$ cat src/rtl/pulse_height_detector_pkg.sv
// Shared types and default settings for the pulse height detector.
// The sample width follows the upstream trapezoidal shaping filter.
package pulse_height_detector_pkg;

  localparam int SIZE_FILTER_DATA = 16;

  localparam int PHD_DATA_W     = SIZE_FILTER_DATA;
  localparam int PHD_TS_W       = 32;
  localparam int PHD_WID_W      = 12;
  localparam int PHD_MAX_WIDTH  = 200;
  localparam int PHD_HOLDOFF    = 8;
  localparam int PHD_FIFO_DEPTH = 4;
  localparam int PHD_BL_SHIFT   = 6;

  typedef enum logic [1:0] {
    IDLE,
    ACTIVE,
    HOLD
  } phd_state_t;

  typedef struct packed {
    logic [PHD_DATA_W-1:0] amp;
    logic [PHD_TS_W-1:0]   ts;
    logic [PHD_WID_W-1:0]  width;
    logic                  pileup;
  } phd_event_t;

endpackage

$ cat src/rtl/pulse_height_detector_fifo.sv
// Small synchronous event FIFO; head is presented with valid/ready.
// Head data reads as zero whenever the FIFO is empty.
module phd_event_fifo
  import pulse_height_detector_pkg::*;
#(
  parameter int DEPTH = PHD_FIFO_DEPTH
) (
  input  logic       clk,
  input  logic       reset,
  input  logic       wr_valid,
  input  phd_event_t wr_data,
  output logic       full,
  output logic       rd_valid,
  input  logic       rd_ready,
  output phd_event_t rd_data
);

  localparam int AW = $clog2(DEPTH);

  phd_event_t mem [DEPTH];
  logic [AW:0] wr_ptr;
  logic [AW:0] rd_ptr;
  logic        empty;
  logic        do_wr;
  logic        do_rd;

  assign empty = (wr_ptr == rd_ptr);
  assign full  = (wr_ptr[AW] != rd_ptr[AW]) && (wr_ptr[AW-1:0] == rd_ptr[AW-1:0]);
  assign do_rd = rd_ready && !empty;
  // A pop in the same cycle frees the slot, so a write into a full FIFO still lands.
  assign do_wr = wr_valid && (!full || do_rd);

  always_ff @(posedge clk) begin
    if (reset) begin
      wr_ptr <= '0;
      rd_ptr <= '0;
    end else begin
      if (do_wr) wr_ptr <= wr_ptr + 1'b1;
      if (do_rd) rd_ptr <= rd_ptr + 1'b1;
    end
  end

  always_ff @(posedge clk) begin
    if (do_wr) mem[wr_ptr[AW-1:0]] <= wr_data;
  end

  assign rd_valid = !empty;
  assign rd_data  = empty ? '0 : mem[rd_ptr[AW-1:0]];

endmodule

$ cat src/rtl/pulse_height_detector.sv
// Turns shaped pulses into event records (peak, timestamp, width, pile-up).
// PHD_BASELINE_EN adds a running baseline subtracted from each sample.
//   state  | meaning
//   IDLE   | waiting for a sample above threshold; baseline tracks here
//   ACTIVE | pulse over threshold; tracking peak and width
//   HOLD   | dead time after a pulse; input ignored
module pulse_height_detector
  import pulse_height_detector_pkg::*;
#(
  parameter int DATA_W     = PHD_DATA_W,
  parameter int TS_W       = PHD_TS_W,
  parameter int WID_W      = PHD_WID_W,
  parameter int MAX_WIDTH  = PHD_MAX_WIDTH,
  parameter int HOLDOFF    = PHD_HOLDOFF,
  parameter int FIFO_DEPTH = PHD_FIFO_DEPTH
`ifdef PHD_BASELINE_EN
  ,
  parameter int BL_SHIFT   = PHD_BL_SHIFT
`endif
) (
  input  logic              clk,
  input  logic              reset,
  input  logic              in_valid,
  input  logic [DATA_W-1:0] in_data,
  input  logic [DATA_W-1:0] threshold,
  output logic              evt_valid,
  input  logic              evt_ready,
  output logic [DATA_W-1:0] evt_amp,
  output logic [TS_W-1:0]   evt_ts,
  output logic [WID_W-1:0]  evt_width,
  output logic              evt_pileup,
  output logic [15:0]       drop_cnt,
  output logic              busy
);

  localparam int HC_W = (HOLDOFF > 1) ? $clog2(HOLDOFF) : 1;

  phd_state_t               state, state_next;
  logic        [TS_W-1:0]   ts_cnt;
  logic signed [DATA_W-1:0] c;
  logic signed [DATA_W-1:0] thr_r;
  logic signed [DATA_W-1:0] amp_r;
  logic        [TS_W-1:0]   ts_r;
  logic        [WID_W-1:0]  width_r;
  logic        [HC_W-1:0]   hold_cnt;
  logic                     start, extend, finish;
  logic                     fifo_full, pop;
  phd_event_t               evt_wr, evt_rd;

`ifdef PHD_BASELINE_EN
  localparam int BL_W = DATA_W + BL_SHIFT;

  logic signed [BL_W-1:0] bl;
  logic signed [BL_W-1:0] bl_mean;
  logic signed [DATA_W:0] diff;

  assign bl_mean = bl >>> BL_SHIFT;
  assign diff    = (DATA_W+1)'($signed(in_data)) - (DATA_W+1)'(bl_mean);

  always_comb begin
    c = diff[DATA_W-1:0];
    if (diff[DATA_W] != diff[DATA_W-1])
      c = diff[DATA_W] ? {1'b1, {(DATA_W-1){1'b0}}} : {1'b0, {(DATA_W-1){1'b1}}};
  end

  always_ff @(posedge clk) begin
    if (reset) bl <= '0;
    else if (state == IDLE && in_valid) bl <= bl + BL_W'($signed(in_data)) - bl_mean;
  end
`else
  assign c = $signed(in_data);
`endif

  always_ff @(posedge clk) begin
    if (reset) state <= IDLE;
    else       state <= state_next;
  end

  always_comb begin
    state_next = state;
    start      = 1'b0;
    extend     = 1'b0;
    finish     = 1'b0;
    unique case (state)
      IDLE: begin
        if (in_valid && c > $signed(threshold)) begin
          start      = 1'b1;
          state_next = ACTIVE;
        end
      end
      ACTIVE: begin
        if (in_valid) begin
          if (c > thr_r) begin
            extend = 1'b1;
          end else begin
            finish     = 1'b1;
            state_next = (HOLDOFF > 0) ? HOLD : IDLE;
          end
        end
      end
      HOLD: begin
        if (hold_cnt == '0) state_next = IDLE;
      end
      default: state_next = IDLE;
    endcase
  end

  always_ff @(posedge clk) begin
    if (reset) begin
      ts_cnt   <= '0;
      thr_r    <= '0;
      amp_r    <= '0;
      ts_r     <= '0;
      width_r  <= '0;
      hold_cnt <= '0;
    end else begin
      ts_cnt <= ts_cnt + 1'b1;
      if (start) begin
        thr_r   <= $signed(threshold);
        amp_r   <= c;
        ts_r    <= ts_cnt;
        width_r <= WID_W'(1);
      end
      if (extend) begin
        if (c > amp_r)       amp_r   <= c;
        if (width_r != '1)   width_r <= width_r + 1'b1;
      end
      // Dead-time down-counter: HOLD exits on the cycle it reads zero.
      if (finish)              hold_cnt <= HC_W'((HOLDOFF > 0) ? HOLDOFF - 1 : 0);
      else if (state == HOLD)  hold_cnt <= hold_cnt - 1'b1;
    end
  end

  always_comb begin
    evt_wr        = '0;
    evt_wr.amp    = amp_r;
    evt_wr.ts     = ts_r;
    evt_wr.width  = width_r;
    evt_wr.pileup = (int'(width_r) >= MAX_WIDTH);
  end

  phd_event_fifo #(
    .DEPTH (FIFO_DEPTH)
  ) u_fifo (
    .clk      (clk),
    .reset    (reset),
    .wr_valid (finish),
    .wr_data  (evt_wr),
    .full     (fifo_full),
    .rd_valid (evt_valid),
    .rd_ready (evt_ready),
    .rd_data  (evt_rd)
  );

  assign pop = evt_valid && evt_ready;

  always_ff @(posedge clk) begin
    if (reset)                                            drop_cnt <= '0;
    else if (finish && fifo_full && !pop && drop_cnt != 16'hFFFF) drop_cnt <= drop_cnt + 1'b1;
  end

  assign evt_amp    = evt_rd.amp;
  assign evt_ts     = evt_rd.ts;
  assign evt_width  = evt_rd.width;
  assign evt_pileup = evt_rd.pileup;
  assign busy       = (state != IDLE);

endmodule

$ cat config.mk
export PLATFORM = sky130hd
export DESIGN_NAME = pulse_height_detector
export DESIGN_NICKNAME = d
export VERILOG_FILES = /design/src/rtl/pulse_height_detector_pkg.sv /design/src/rtl/pulse_height_detector_fifo.sv /design/src/rtl/pulse_height_detector.sv
export SDC_FILE = /design/constraint.sdc
export NUM_CORES = 1
export LEC_CHECK = 0
export ABC_AREA = 1
export BUFFER_PORTS_ARGS = -buffer_cell sky130_fd_sc_hd__buf_4
export CAP_MARGIN = 20
export CORE_UTILIZATION = 60
export DETAILED_ROUTE_END_ITERATION = 8
export GPL_TIMING_DRIVEN = 0
export PLACE_DENSITY_LB_ADDON = 0.12
export SETUP_SLACK_MARGIN = 0.2
export SLEW_MARGIN = 20
export SYNTH_ARGS = -nofsm -noshare
export SYNTH_HDL_FRONTEND = slang
export SYNTH_SLANG_ARGS = --single-unit
$ cat constraint.sdc
create_clock -name clk -period 14.15 [get_ports clk]
set_input_delay 2.1225 -clock clk [delete_from_list [all_inputs] [get_ports clk]]
set_output_delay 2.1225 -clock clk [all_outputs]
set_load 0.01 [all_outputs]
### After elaboration in Yosys (flattened, before gate mapping)

Memories as Yosys holds them, arrays and structs flattened. A register that Yosys moved wholly into a read port is not among the register bits.
Index checks and enable logic that the tools add are counted.

| storage, ports and cells | value |
|---|---|
| register bits | 135 |
| bits in writable memories | 244 |
| input port bits | 36 |
| output and inout bits | 79 |
| word-level logic and storage cells | 74 |
| memories kept | 1 |

| operators by class | value |
|---|---|
| $add $sub $neg | 6 |
| magnitude comparators | 4 |
| equal/unequal tests | 11 |
| multiplexer cells | 26 |
| reduce and logical (&&, ||, !) cells | 16 |

Memories:

| memory | words | bits a word | read ports | clocked after Yosys merged registers in | wr ports | RTL line | RTL |
|---|---|---|---|---|---|---|---|
| u_fifo.mem | 4 | 61 | 1 | 1 | 1 | pulse_height_detector_fifo.sv:20 | `phd_event_t mem [DEPTH];` |

Operators with widths:

| cell | count |
|---|---|
| $mux W61 | 1 |
| $gt A16 B16 Y1 | 3 |
| $mux W16 | 3 |
| $mux W12 | 3 |
| $add A32 B1 Y32 const B | 1 |
| $add A16 B1 Y16 const B | 1 |
| $ne A16 B16 Y1 const B | 1 |
| $add A12 B1 Y12 const B | 1 |
| $ge A12 B8 Y1 const B | 1 |
| $mux W2 | 6 |
| $ne A12 B12 Y1 const B | 1 |
| $mux W1 | 10 |
| $ne A2 B2 Y1 const B | 4 |
| $logic_and A1 B1 Y1 | 7 |
| $add A3 B1 Y3 const B | 2 |
| $mux W3 | 2 |
| $pmux W2 S3 | 1 |
| $reduce_and A4 Y1 | 1 |
| $reduce_bool A2 Y1 | 2 |
| $eq A3 B3 Y1 | 1 |
| $logic_not A1 Y1 | 3 |
| $logic_not A3 Y1 | 1 |
| $sub A3 B1 Y3 const B | 1 |
| $eq A2 B1 Y1 const B | 1 |
| other kinds (5) | 5 |

### Depth between registers and ports, before layout

Gate-level depths: netlist (run 1).

| depth | value |
|---|---|
| word-level depth | 7 |
| gate-level depth with buffers | 19 |
| depth with buffers taken out | 19 |

### Modules after synthesis

Synthesis (run 1) repeated with hierarchy kept, for this count alone.

| second synthesis, totals | value |
|---|---|
| cells, all modules | 1764 |
| area, all modules | 16996.3 µm² |

By module, submodules not included:

| module | times used | cells an instance | area each (µm²) | sequential area each (µm²) |
|---|---|---|---|---|
| phd_event_fifo | 1 | 782 | 9998.3 | 7487.2 |
| pulse_height_detector | 1 | 982 | 6998.0 | 2582.5 |

### Least setup slack after synthesis (run 1)

No wires, ideal clock.

| timing path | value |
|---|---|
| path type | input-to-reg |
| start point | input in_data[15] |
| end point | memory u_fifo.mem[0][0] in the netlist's numbering (enable) |
| library setup time | 480 ps |
| data arrival time | 5986 ps |
| required time | 13670 ps |
| path slack | 7684 ps |
| stages on the path | 10 |
| path buffers | 0 |
| cells stage by stage | ha_1 a21oi_1 o21ai_0 a21oi_1 nand3_1 nand3_4 nand2_1 inv_1 nand2_1 nor2_1 |

| on the way | value |
|---|---|
| cells in the longest elaborated chain, start to end | 7 |

Ends and longest elaborated chain:

| what | RTL line | RTL |
|---|---|---|
| start, declared | pulse_height_detector.sv:24 | `input logic [DATA_W-1:0] in_data,` |
| $gt A16 B16 Y1 | pulse_height_detector.sv:93 | `if (c > thr_r) begin` |
| $mux W1 | pulse_height_detector.sv:93 |  |
| $mux W1 | pulse_height_detector.sv:92 | `if (in_valid) begin` |
| $mux W1 | pulse_height_detector.sv:84 | `unique case (state)` |
| $logic_and A1 B1 Y1 | pulse_height_detector_fifo.sv:31 | `assign do_wr = wr_valid && (!full \|\| do_rd);` |
| $mux W1 | pulse_height_detector_fifo.sv:44 | `if (do_wr) mem[wr_ptr[AW-1:0]] <= wr_data;` |
| $mux W1 (not written as such) | pulse_height_detector_fifo.sv:44 |  |
| end, declared | pulse_height_detector_fifo.sv:20 |  |

No other way between the ends.

==> summary.md, run 1 <==
| Metric | Value |
|---|---|
| Status | completed |
| Die Ht | between 150 and 200 µm |
| DP Wirelength | between 20 and 30 mm |
| Pwr/cell area | 143 nW/µm² |
| Worst skew pair latency | approximately 520 ps |
| Initial antenna violation count | 0 |
| Max_slew headroom | roughly 47% |
| H-tree depth | 2 |
| Reg-to-reg startpoint | thr_r[15] |
| Mapped Area | 16600 µm² |
| Most common cell after layout, fill and taps aside | nor2_1 |
| Layout cells sized above 1 | a little under an eighth |
| WL/cell | around 17 µm |
| CTS buffer count | 38 |
| Final sum of negative setup slack | 0 ps |
| Worst Hold Launch | thr_r[10] |
| Worst EP required | about 12000 ps |
| RSZ-0062 raised after global routing | no |
| CTS Sinks | roughly 380 |
| Drt total wl | ~38 mm |
| Global-route wire length before repair | around 60 mm |
| Diode count | 0 |
| Seq. cell area | about 10000 µm² |
| Final-report hold violation count | 0 |
| Avg Cell Area, Syn | approximately 9.8 µm² |
| Worst setup SP type | register |
| CTS Buffer Depth | 3 |
| Root Driver | clkbuf_16 |
| Die ar. | 28300 µm² |
| Most frequent cells in the layout | 303 x nor2_1, 244 x edfxtp_1, 203 x inv_1 |
| Final ANT Viol Nets | 0 |
| Total global routing overflow | 0 |
| Minimum clock period | between 5000 and 6000 ps |
| Area grow syn2layout | 15.9% |
| Clock skew | between 15 and 20 ps |
| Final nets | 1956 |
| Achievable Freq | ~0.18 GHz |
| Vias in the first global route | between 10k and 15k |
| Placer Congestion | 0.870 |
| Cts-stage hold buffer count | 0 |
| Std cell rows | 60 |
| First DRT Iteration DRCs | about 1.1k |
| Worst-path maximum fanout | 10 |
| Top Ports | about 120 |
| PnR Total Power | ~2.7 mW |
| Worst Path Class, Setup | reg2out |
| Seq cells post-synth | ~380 |
| Setup crit end kind | primary output |
| Final setup violation count | 0 |
| EDFF count, synth | approximately 240 |
| Post-synth cell types | 40 |
| CTS clk-pin slew, worst paths | about 60 ps |
| Arrival @ worst endpoint | 3520 ps |
| Die width | ~170 µm |
| Register area share after synthesis | 60.7% |
| Core area | between 20000 and 30000 µm² |
| Async S/R FF share, synth | 0% |
| Cell count after synthesis | between 1.5k and 2k |
| Final Max Tran Viols | 0 |
| Fillers | around 2.0k |
| Pleak | between 7 and 8 nW |
| Initial core utilization | approximately three fifths |
| Net Count, Synth | 1795 |
| Worst Tran Pin Value | 796 ps |
| DRT Pass-1 Iters | 5 |
| Footprint of the multi-input gates | 5450 µm² |
| # Max-Cap Violations | 0 |
| Prevailing post-synth register cell | edfxtp_1 |
| Postcts setup bufs | 0 |
| Drc violations | 0 |
| Worst min-delay path category | reg2reg |
| Ys Warns | 0 |
| Vias | roughly 13k |
| TritonCTS clock tree | built |
| Post_cts resized | 0 |
| Worst vdd ir | just under 80 µV |
| Vias per cell | between 5 and 6 |
| Fin crit share | between 30% and 40% |
| All-Layer GR Usage | a little over a quarter |
| Largest net degree at the start of global routing | 25 |
| PortBufs | roughly 110 |
==> layout make-up <==
class	instances	area share, %
Sequential cell	381	52.4
Multi-Input combinational cell	1032	28.4
Tap cell	341	2.22
Clock inverter	16	0.540
Clock buffer	52	5.49
Inverter	209	4.08
Buffer	78	1.61
Timing Repair Buffer	121	5.29
==> power by group <==
group          switching (mW)  internal [mW]  leakage [nW]
logic                   0.340          0.198          3.78
clock network           0.400          0.540         0.571
registers              0.0344           1.23          3.38
==> synth_stat cells (2+ instances only) <==
library cell  number  area (µm²)
clkbuf_1          56         210
nor4_1             5        31.3
nand3_1           64         320
o21a_1             5        37.5
buf_2             13        65.1
nor2_2             4        25.0
o32ai_1           61         534
nor2_1           307        1150
nand3b_1           2        15.0
ha_1              59         738
inv_1            203         762
o21ai_0          130         651
buf_1              9        33.8
xor2_1            10        87.6
a21oi_2            2        17.5
nand2_1          186         698
o21ai_1           15        75.1
nor3_1            26         130
a21oi_1          110         551
nor3b_1            4        30.0
nand4_1           16         100
nor3_2             3        30.0
xnor2_1            4        35.0
a31oi_1            4        25.0
edfxtp_1         244        7330
inv_2              5        18.8
dfxtp_1          137        2740
nand2_2            4        25.0
==> state kept, by name (all words and copies together), names as in the netlist, named ones only <==
register,cells
amp_r,16
drop_cnt,16
hold_cnt,3
state,2
thr_r,16
ts_cnt,32
ts_r,32
u_fifo.mem,244
u_fifo.rd_ptr,3
u_fifo.wr_ptr,3
width_r,12
==> worst max-delay path, cell delays in order, from the launching register on <==
cell      delay, ps
dfxtp_1         590
clkbuf_1        570
clkinv_1        390
clkbuf_1        380
clkbuf_1        390
nor2_1          220
o32ai_1         130
nand2_1         100
inv_1            90
buf_4           150
==> stage by stage <==
step           std cells  setup WS [ps]  hold WS [ps]  area [µm²]  util (%)
3_5_place_dp        2162           8680           449       18100      66.8
4_1_cts             2230           8670           461       19200      71.1
6_report            2230           8500           459       19200      71.1
2_1_floorplan       1700           7680           422       16600         -
3_3_place_gp        2154           5190           439       17900      66.1
5_1_grt             2230           8520           480       19200      71.1
==> metal layers <==
metal	GRT usage, %	share of wire (%)	vias to the layer above	routed length, µm
met5	0	0	-	0
met4	9.09	2.6	0	979
met3	3.57	6.6	69	2510
met2	45.7	48	448	18400
met1	36.9	43	5981	16400
li1	-	-	6108	-
==> path summary, 6_finish.rpt <==
path | to | slack, ps | depth (start not counted)
max | evt_ts[29] | 8500 | 9
min | thr_r[10] | 460 | 2
max reg2reg | u_fifo.mem[1][38] | 10570 | 14
min reg2reg | thr_r[10] | 460 | 2
==> logic make-up after synthesis <==
family / Yosys count / synth area share [%]
AND/OR/NAND/NOR: 628 / 15.8
flip-flops: 381 / 60.7
AO/OA/AOI/OAI: 331 / 11.6
buffers and inverters: 287 / 6.59
adder cells (fa/ha/maj): 59 / 4.45
XOR/XNOR: 14 / 0.739
No activity file was read; power rests on OpenSTA's default activity.
==> inputs of run 2 (changes only) <==
Settings changed: CORE_UTILIZATION 60 to 55.
Clock period 14.15 ns to 4.8 ns, I/O delays scaled along.
==> run 2 against run 1 <==
Cell area rose by 0.94%. Sequential power rose to 3.0 times the previous value. Clock power rose to 3.1 times the previous value. Flip-flop and latch count is the same. Critical path type unchanged.
==> summary.md, run 2 (same netlist as run 1, synthesis figures left out) <==
| Metric | Value |
|---|---|
| Status | completed |
| Pwr/cell area | around 420 nW/µm² |
| Top Ports | about 120 |
| Postcts setup bufs | 0 |
| DRT Pass-1 Iters | 6 |
| Int Power | ~6 mW |
| Switching Fraction | 27.8% |
| Max_slew headroom | between 40% and 50% |
| Most frequent cells in the layout | 303 x nor2_1, 244 x edfxtp_1, 203 x inv_1 |
| Worst setup SP type | register |
| Pleak | between 7 and 8 nW |
| Routing usage on met2 | a little over two fifths |
| CTS Buffer Depth | 3 |
| Slowest cell on the critical path | dfxtp_1 |
| Worst skew pair latency | about 520 ps |
| CTS clk-pin slew, worst paths | ~60 ps |
| Fin crit share | slightly below 90% |
| Most common cell on crit path | clkbuf_1 |
| RSZ-0062 raised after global routing | no |
| Arrival @ worst endpoint | 3430 ps |
| All-Layer GR Usage | between 20% and 30% |
| Switching power | 2.29 mW |
| Drt total wl | roughly 39 mm |
| Area grow syn2layout | 17.0% |
| Die ar. | slightly above 30000 µm² |
| Final ANT Viol Nets | 0 |
| Most common cell after layout, fill and taps aside | nor2_1 |
| Cts-stage hold buffer count | 0 |
| CTS Sinks | 381 |
| # Max-Cap Violations | 0 |
| Drc violations | 0 |
| Worst EP required | 4080 ps |
| Die Ht | 176 µm |
| PortBufs | approximately 110 |
| Initial antenna violation count | 1 |
| Global-route wire length before repair | between 60 and 70 mm |
| Final nets | 1958 |
| Met3 usage | between 3 and 4% |
| Vias | between 10k and 15k |
| Clock skew | around 14 ps |
| GRT busiest layer | met2 |
| Root Driver | clkbuf_16 |
| Worst Path Buf+Inv | 6 |
| Logic gate share of total power | about a fifth |
| Layout cells sized above 1 | roughly 12% |
| Sequential Power Share | a little under half |
| Initial core utilization | a little under three fifths |
| TritonCTS clock tree | built |
| Vias in the first global route | 11.7k |
| Max FFs per register | about 240 |
| DP Wirelength | around 26 mm |
| Total global routing overflow | 0 |
| Minimum hold slack | 456 ps |
| Std cell rows | between 60 and 70 |
| WL/cell | roughly 17 µm |
| Min setup slack post-route | around 650 ps |
| Achievable Freq | around 0.24 GHz |
| Worst vdd ir | ~260 µV |
| Final setup violation count | 0 |
| Die width | 176 µm |
| Pre-CTS worst setup slack | 675 ps |
| Worst Path Class, Setup | reg2out |
| Core area | approximately 30000 µm² |
| CTS buffer count | 39 |
| Setup crit end kind | primary output |
| Worst-path maximum fanout | 10 |
| Worst Tran Pin Value | 783 ps |
| Final-report hold violation count | 0 |
| Critical-path cell list | clkbuf_1 -> clkinv_1 -> clkbuf_1 -> clkbuf_1 -> nor2_1 -> o32ai_1 -> nand2_1 -> inv_1 -> buf_4 |
| Worst min-delay path category | reg2reg |
| Crit path largest cell delay | slightly above 600 ps |
| Placer Congestion | ~0.85 |
| Minimum clock period | around 4100 ps |
| Clock Power Share | about a third |
| Met1 Track Usage GR | about a third |
| H-tree depth | 2 |
| First DRT Iteration DRCs | 1032 |
| Post_cts resized | 0 |
| Largest net degree at the start of global routing | 24 |
| CP delay by family, top | buffers and inverters |
| Vias per cell | about 5.5 |
| Final Max Tran Viols | 0 |
==> run 2: cell types whose count changed in the layout (fill, tap and decap cells not counted), sizes merged <==
cell | before | now
bufinv | 1 | 2
inv | 209 | 208
clkinvlp | 0 | 1
clkinv | 15 | 10
diode | 0 | 1
clkbuf | 108 | 114
buf | 143 | 144
==> run 2: worst register-to-register path, cell delays in order (launching register included) <==
cell and delay [ps]:
dfxtp_1 300, inv_1 50, ha_1 330, nand2_1 110, nor3_1 310, nand2_1 130, nand2_1 80, nand2_1 80
nand3_4 130, nand2_1 190, inv_1 130, nand2_1 280, nor2_4 690, buf_12 280, buf_12 220
==> run 2: area by class of cell <==
type                    count  area (µm²)
diodes                      1        2.50
plain buffers              78         309
clock buffers              58        1130
clock inverters            12         110
fillers                  2430       10200
inverters                 209         785
multi-input cells        1032        5450
flip-flops and latches    381       10100
well taps                 390         488
repair buffers            122        1050
==> run 2: worst paths after layout <==
path / cells past startpoint / endpoint / start / slack, ps
min reg2reg: 2 / thr_r[2] / thr_r[2] / 460
min: 2 / thr_r[2] / thr_r[2] / 460
max reg2reg: 14 / u_fifo.mem[3][8] / thr_r[15] / 1180
max: 9 / evt_ts[27] / register / 650
==> run 2: metal layers <==
layer / part of all wire [%] / vias up / wire length [µm]
li1: - / 6124 / -
met1: 44 / 5955 / 17000
met2: 47 / 424 / 18200
met3: 6.8 / 56 / 2620
met4: 2.1 / 0 / 793
met5: 0 / - / 0
==> run 2: power by group through the flow <==
stage          registers (mW)  clock network, mW  logic, mW
2_1_floorplan            3.76                  0      0.964
3_3_place_gp             3.80                  0       1.56
3_5_place_dp             3.80                  0       1.60
5_1_grt                  3.74               3.06       1.79
6_report                 3.73               2.91       1.60
4_1_cts                  3.73               2.94       1.60
==> run 2: metrics by stage <==
step / area [µm²] / util (%) / TNS (ps) / total power, mW / std cells
final: 19400 / 65.4 / 0 / 8.24 / 2283
after global routing: 19400 / 65.4 / 0 / 8.59 / 2282
after CTS: 19400 / 65.4 / 0 / 8.27 / 2282
after detailed placement: 18200 / 61.2 / 0 / 5.39 / 2212
after global placement: 17900 / 60.5 / -686090 / 5.35 / 2203
after floorplan: 16600 / - / -64300 / 4.72 / 1700
